==> src/rtl/serial_adder_if.sv <==
// Handshake and operand/result bundle for the bit-serial adder.
// The master drives start and operands; the slave returns status and result.
interface serial_adder_if #(
  parameter int WIDTH = 8
);
  logic             start;
  logic [WIDTH-1:0] a_in;
  logic [WIDTH-1:0] b_in;
  logic             c_in;
  logic             busy;
  logic             done;
  logic [WIDTH-1:0] sum_out;
  logic             c_out;

  modport master (output start, a_in, b_in, c_in,
                  input  busy, done, sum_out, c_out);
  modport slave  (input  start, a_in, b_in, c_in,
                  output busy, done, sum_out, c_out);
endinterface

==> src/rtl/serial_adder.sv <==
// Bit-serial WIDTH-bit adder: one full_adder reused LSB first over WIDTH cycles.
// The carry lives in a flip-flop between bits; sum bits fill a shift register from the MSB.
module full_adder (
  output logic sum,
  output logic c_out,
  input  logic a,
  input  logic b,
  input  logic c_in
);
  assign sum   = a ^ b ^ c_in;
  assign c_out = (a & b) | (c_in & (a ^ b));
endmodule

module serial_adder #(
  parameter int WIDTH = 8,
  parameter int CNT_W = 4
) (
  input  logic           clk,
  input  logic           rst,
  serial_adder_if.slave  bus
);
  typedef enum logic [1:0] {IDLE, SHIFT, DONE} state_t;

  state_t           state_q, state_d;
  logic [WIDTH-1:0] a_sr_q, a_sr_d;
  logic [WIDTH-1:0] b_sr_q, b_sr_d;
  logic [WIDTH-1:0] sum_sr_q, sum_sr_d;
  logic             carry_q, carry_d;
  logic [CNT_W-1:0] cnt_q, cnt_d;
  logic [WIDTH-1:0] sum_out_q, sum_out_d;
  logic             c_out_q, c_out_d;
  logic             fa_sum, fa_cout;

  full_adder u_fa (fa_sum, fa_cout, a_sr_q[0], b_sr_q[0], carry_q);

  always_ff @(posedge clk or posedge rst) begin
    if (rst) begin
      state_q   <= IDLE;
      a_sr_q    <= '0;
      b_sr_q    <= '0;
      sum_sr_q  <= '0;
      carry_q   <= 1'b0;
      cnt_q     <= '0;
      sum_out_q <= '0;
      c_out_q   <= 1'b0;
    end else begin
      state_q   <= state_d;
      a_sr_q    <= a_sr_d;
      b_sr_q    <= b_sr_d;
      sum_sr_q  <= sum_sr_d;
      carry_q   <= carry_d;
      cnt_q     <= cnt_d;
      sum_out_q <= sum_out_d;
      c_out_q   <= c_out_d;
    end
  end

  always_comb begin
    state_d   = state_q;
    a_sr_d    = a_sr_q;
    b_sr_d    = b_sr_q;
    sum_sr_d  = sum_sr_q;
    carry_d   = carry_q;
    cnt_d     = cnt_q;
    sum_out_d = sum_out_q;
    c_out_d   = c_out_q;
    unique case (state_q)
      // DONE accepts a new start exactly like IDLE so operations can run back to back
      IDLE, DONE: begin
        state_d = IDLE;
        if (bus.start) begin
          a_sr_d   = bus.a_in;
          b_sr_d   = bus.b_in;
          carry_d  = bus.c_in;
          cnt_d    = '0;
          sum_sr_d = '0;
          state_d  = SHIFT;
        end
      end
      SHIFT: begin
        a_sr_d   = a_sr_q >> 1;
        b_sr_d   = b_sr_q >> 1;
        sum_sr_d = {fa_sum, sum_sr_q[WIDTH-1:1]};
        carry_d  = fa_cout;
        cnt_d    = cnt_q + CNT_W'(1);
        if (cnt_q == CNT_W'(WIDTH - 1)) begin
          sum_out_d = {fa_sum, sum_sr_q[WIDTH-1:1]};
          c_out_d   = fa_cout;
          state_d   = DONE;
        end
      end
      default: state_d = IDLE;
    endcase
  end

  assign bus.busy    = (state_q == SHIFT);
  assign bus.done    = (state_q == DONE);
  assign bus.sum_out = sum_out_q;
  assign bus.c_out   = c_out_q;
endmodule

==> src/flat_wrapper.sv <==
// flat-port wrapper written by rule: the top's interface ports become plain ports
module serial_adder_flat 
#(
  parameter int WIDTH = 8,
  parameter int CNT_W = 4
)
  (clk, rst, bus_start, bus_a_in, bus_b_in, bus_c_in, bus_busy, bus_done, bus_sum_out, bus_c_out);
  serial_adder_if #(.WIDTH(WIDTH)) bus_i ();
  input  logic clk;
  input  logic rst;
  input wire logic [$bits(bus_i.start)-1:0] bus_start;
  input wire logic [$bits(bus_i.a_in)-1:0] bus_a_in;
  input wire logic [$bits(bus_i.b_in)-1:0] bus_b_in;
  input wire logic [$bits(bus_i.c_in)-1:0] bus_c_in;
  output wire logic [$bits(bus_i.busy)-1:0] bus_busy;
  output wire logic [$bits(bus_i.done)-1:0] bus_done;
  output wire logic [$bits(bus_i.sum_out)-1:0] bus_sum_out;
  output wire logic [$bits(bus_i.c_out)-1:0] bus_c_out;
  assign bus_i.start = bus_start;
  assign bus_i.a_in = bus_a_in;
  assign bus_i.b_in = bus_b_in;
  assign bus_i.c_in = bus_c_in;
  assign bus_busy = bus_i.busy;
  assign bus_done = bus_i.done;
  assign bus_sum_out = bus_i.sum_out;
  assign bus_c_out = bus_i.c_out;
  serial_adder #(.WIDTH(WIDTH), .CNT_W(CNT_W)) u_core (.clk(clk), .rst(rst), .bus(bus_i));
endmodule
==> config.mk <==
export PLATFORM = sky130hd
export DESIGN_NAME = serial_adder_flat
export DESIGN_NICKNAME = d
export VERILOG_FILES = /design/src/rtl/serial_adder_if.sv /design/src/rtl/serial_adder.sv /design/src/flat_wrapper.sv
export SDC_FILE = /design/constraint.sdc
export NUM_CORES = 1
export LEC_CHECK = 0
export ABC_AREA = 1
export CAP_MARGIN = 25
export CORE_ASPECT_RATIO = 1.2
export CORE_MARGIN = 3
export CORE_UTILIZATION = 40
export CTS_CLUSTER_SIZE = 14
export DETAILED_ROUTE_END_ITERATION = 7
export GPL_TIMING_DRIVEN = 1
export PLACE_DENSITY_LB_ADDON = 0.1
export SYNTH_ARGS = -nofsm -noshare
export SYNTH_HDL_FRONTEND = slang
export SYNTH_HIERARCHICAL = 1
export SYNTH_SLANG_ARGS = --single-unit
==> constraint.sdc <==
create_clock -name clk -period 1.5 [get_ports clk]
set_input_delay 0.15 -clock clk [delete_from_list [all_inputs] [get_ports clk]]
set_output_delay 0.15 -clock clk [all_outputs]
set_load 0.01 [all_outputs]
==> out/qor.yml <==
final_layout:
  area_growth_syn_to_layout_pct: 28.87
  nFillCells: 408
  antenna_cells: 0
  seq_area_sq_um: 977.2
  layout_common_cells: "nand2_1 (118), dfrtp_1 (38), clkdlybuf4s50_1 (28)"
  final_common_cell: "nand2_1"
  fin_cells: 311
  nNetsFinal: 278
  drive_gt1_frac: 0.1012
  final_area_sq_um: 2273
  multiInputGateArea_sq_um: 630.6
routing:
  via_per_inst: 4.534
  post_drt_wl_per_cell_microns: 10.54
  ant_nets: 0
  routed_wl_microns: 3277
  drc_errors: 0
  drt-pass1-iter-count: 4
  drt_iter0_markers: 37
  vias: 1410
floorplan:
  initial_core_util: 0.4305
  core_area_sq_um: 4098
  die_w_microns: 66.63
  row_count: 25
  pin_count: 31
  dieArea_sq_um: 5247
  dieHeight_microns: 78.75
timing:
  slew_viol_final: 0
  worst_pin_slew_ps: 360.5
  tns_ps: 0
  max_clock_freq_mhz: 711.3
  timing.final.crit_share: 0.9372
  setup_viol: 0
  fin_crit_ps: 1406
  hold_viol_final: 0
  rsz0062_at_grt: "false"
  hold-worst-slack_ps: 225.0
  relSlewSlack: 0.7594
  fin_skew_ps: 6.549
cts:
  clockRootBuffer: "clkbuf_8"
  ctsHtreeMaxLevel: 2
  clockBufferDepth: 2
  clk_latency_ps: 290
  cts_sinks: 39
  hold_buffers: 0
  numCtsBuffers: 5
  clkTransAtPathRegs_ps: 80
  cts_tree: "yes"
min_path:
  min_path_type: "primary input to async pin"
grt:
  antenna_found_initial: 0
  gr-total-overflow: 0
  grt_usage: 0.1455
  grt_pass1_vias: 1387
  grt_pass1_wl_microns: 5996
  grt_max_degree: 40
power_and_ir_drop:
  p_seq_frac: 0.394
  p_clk_frac: 0.196
  p_switching_uw: 1671
  p_leak_uw: 0.001210
  power.density_nw_per_um2: 2011
  peakVddDrop_mv: 0.7762
  power_frac_comb: 0.410
  p_int_uw: 2901
  swShare: 0.3655
yosys:
  syn_nets: 239
  syn-cell-area_sq_um: 1764
  synth-warning-count: 6
  yosysSeqAreaShare: 0.5532
  synth_area_leaders: "dfrtp_1 (55%), nand2_1 (25%), inv_1 (5.5%), buf_6 (2.6%), o22ai_1 (2.1%)"
  synth_cells: 217
  synth_cell_types: 19
  synth_area_per_cell_sq_um: 8.130
  synth_top_cell_by_area: "dfrtp_1"
  ys_seq_elements: 39
  yosysTopAreaCellShare: 0.5532
critical_path:
  cp-start-kind: "flip-flop"
  critPathKind: "flip-flop to output pin"
  cp_slowest_cell: "dfrtp_2"
  crit_chain: "buf_4 -> inv_2 -> nor2_4 -> dlygate4sd2_1"
  critPathArrivalTime_ps: 1260
  cpPeakStageDelay_ps: 410
  cp_max_fo: 3
  end_kind: "output pin"
  cp.required_ps: 1350
placed_design:
  dp_hpwl_microns: 2271
  dpl_cell_area_sq_um: 2142
  routabilityCongestion: 0.7718
  port_buffers: 30
  placedCellCount: 301
run:
  drv_cap: 0
status:
  outcome: "finished clean"
worst paths after layout:
kind	start	to	slack, ps	depth (start not counted)
hold reg to reg	u_core/sum_sr_q[7]	u_core/bus.sum_out[6]	470	2
min in group clk	bus_b_in[7]	u_core/b_sr_q[7]	400	3
setup reg to reg	u_core/state_q[0]	u_core/a_sr_q[4]	150	9
setup / recovery	u_core/state_q[0]	bus_busy	90	4
hold / removal	rst	u_core/bus.sum_out[6]	220	3
max in group asynchronous	rst	u_core/state_q[0]	1060	3
metal layers:
metal  vias to the layer above  GRT usage  routed length (microns)
met1                       654     0.1840                     1487
li1                        724          -                        -
met5                         -          0                        0
met4                         0    0.05488                       35
met2                        28     0.2450                     1631
met3                         4    0.02546                      123
worst max-delay path: cells and delay by family (launching register included):
| family | cells | cell delay (ps) |
|---|---|---|
| flops | 1 | 410 |
| buf+inv | 3 | 510 |
| simple gates | 1 | 40 |
logic make-up after synthesis:
kind of cell | synth area share
DFF | 0.5532
and+or+nand+nor | 0.3092
adders and majority gates | 0.01844
buffers and inverters | 0.08936
AOI/OAI and AO/OA | 0.02979
state kept, by name (all words and copies together), names as in the netlist:
| signal | count |
|---|---|
| u_core/a_sr_q | 8 |
| u_core/b_sr_q | 8 |
| u_core/bus.sum_out | 8 |
| u_core/sum_sr_q | 7 |
| u_core/cnt_q | 4 |
| u_core/state_q | 2 |
| u_core/bus.c_out | 1 |
| u_core/carry_q | 1 |
synthesized netlist by cell type:
| cell type | count |
|---|---|
| a21oi_1 | 1 |
| nor2_1 | 3 |
| nand4_1 | 1 |
| nand2_4 | 2 |
| nor2_2 | 2 |
| nand3_1 | 4 |
| buf_4 | 1 |
| inv_2 | 2 |
| ha_1 | 1 |
| nand2_1 | 118 |
| dfrtp_1 | 39 |
| nor2_4 | 1 |
| o21ai_0 | 2 |
| o22ai_1 | 6 |
| fa_1 | 1 |
| buf_6 | 4 |
| nand2_2 | 2 |
| inv_1 | 26 |
| or2_2 | 1 |
timing repair:
item | in CTS | in global routing
setup buffers | 2 | 0
resized for setup | 3 | 0
setup endpoints to repair | 2 | 0
power by group through the flow:
stage	Sequential, uW	Combinational, uW	Clock, uW
floorplan	1840	1270	0
global placement	1830	1840	0
detailed placement	1840	1870	0
CTS	1810	1910	925
global route	1880	2170	964
finish	1800	1870	895
area by class of cell:
class                   count  area share
flip-flops and latches     39      0.4298
repair buffers             37      0.1651
clock inverters             2     0.01541
clock buffers               6     0.03632
inverters                  28     0.04623
multi-input cells         145      0.2774
well taps                  54     0.02972
per-stage QoR:
step | power (uW) | setup WS, ps | utilization
2_1_floorplan | 3114 | 379.6 | -
3_3_place_gp | 3665 | 146.7 | 0.5227
3_5_place_dp | 3705 | 144.6 | 0.5227
4_1_cts | 4640 | 74.63 | 0.5548
5_1_grt | 5008 | 31.13 | 0.5548
6_report | 4572 | 94.22 | 0.5548
Power figures use the tool's default switching activity.
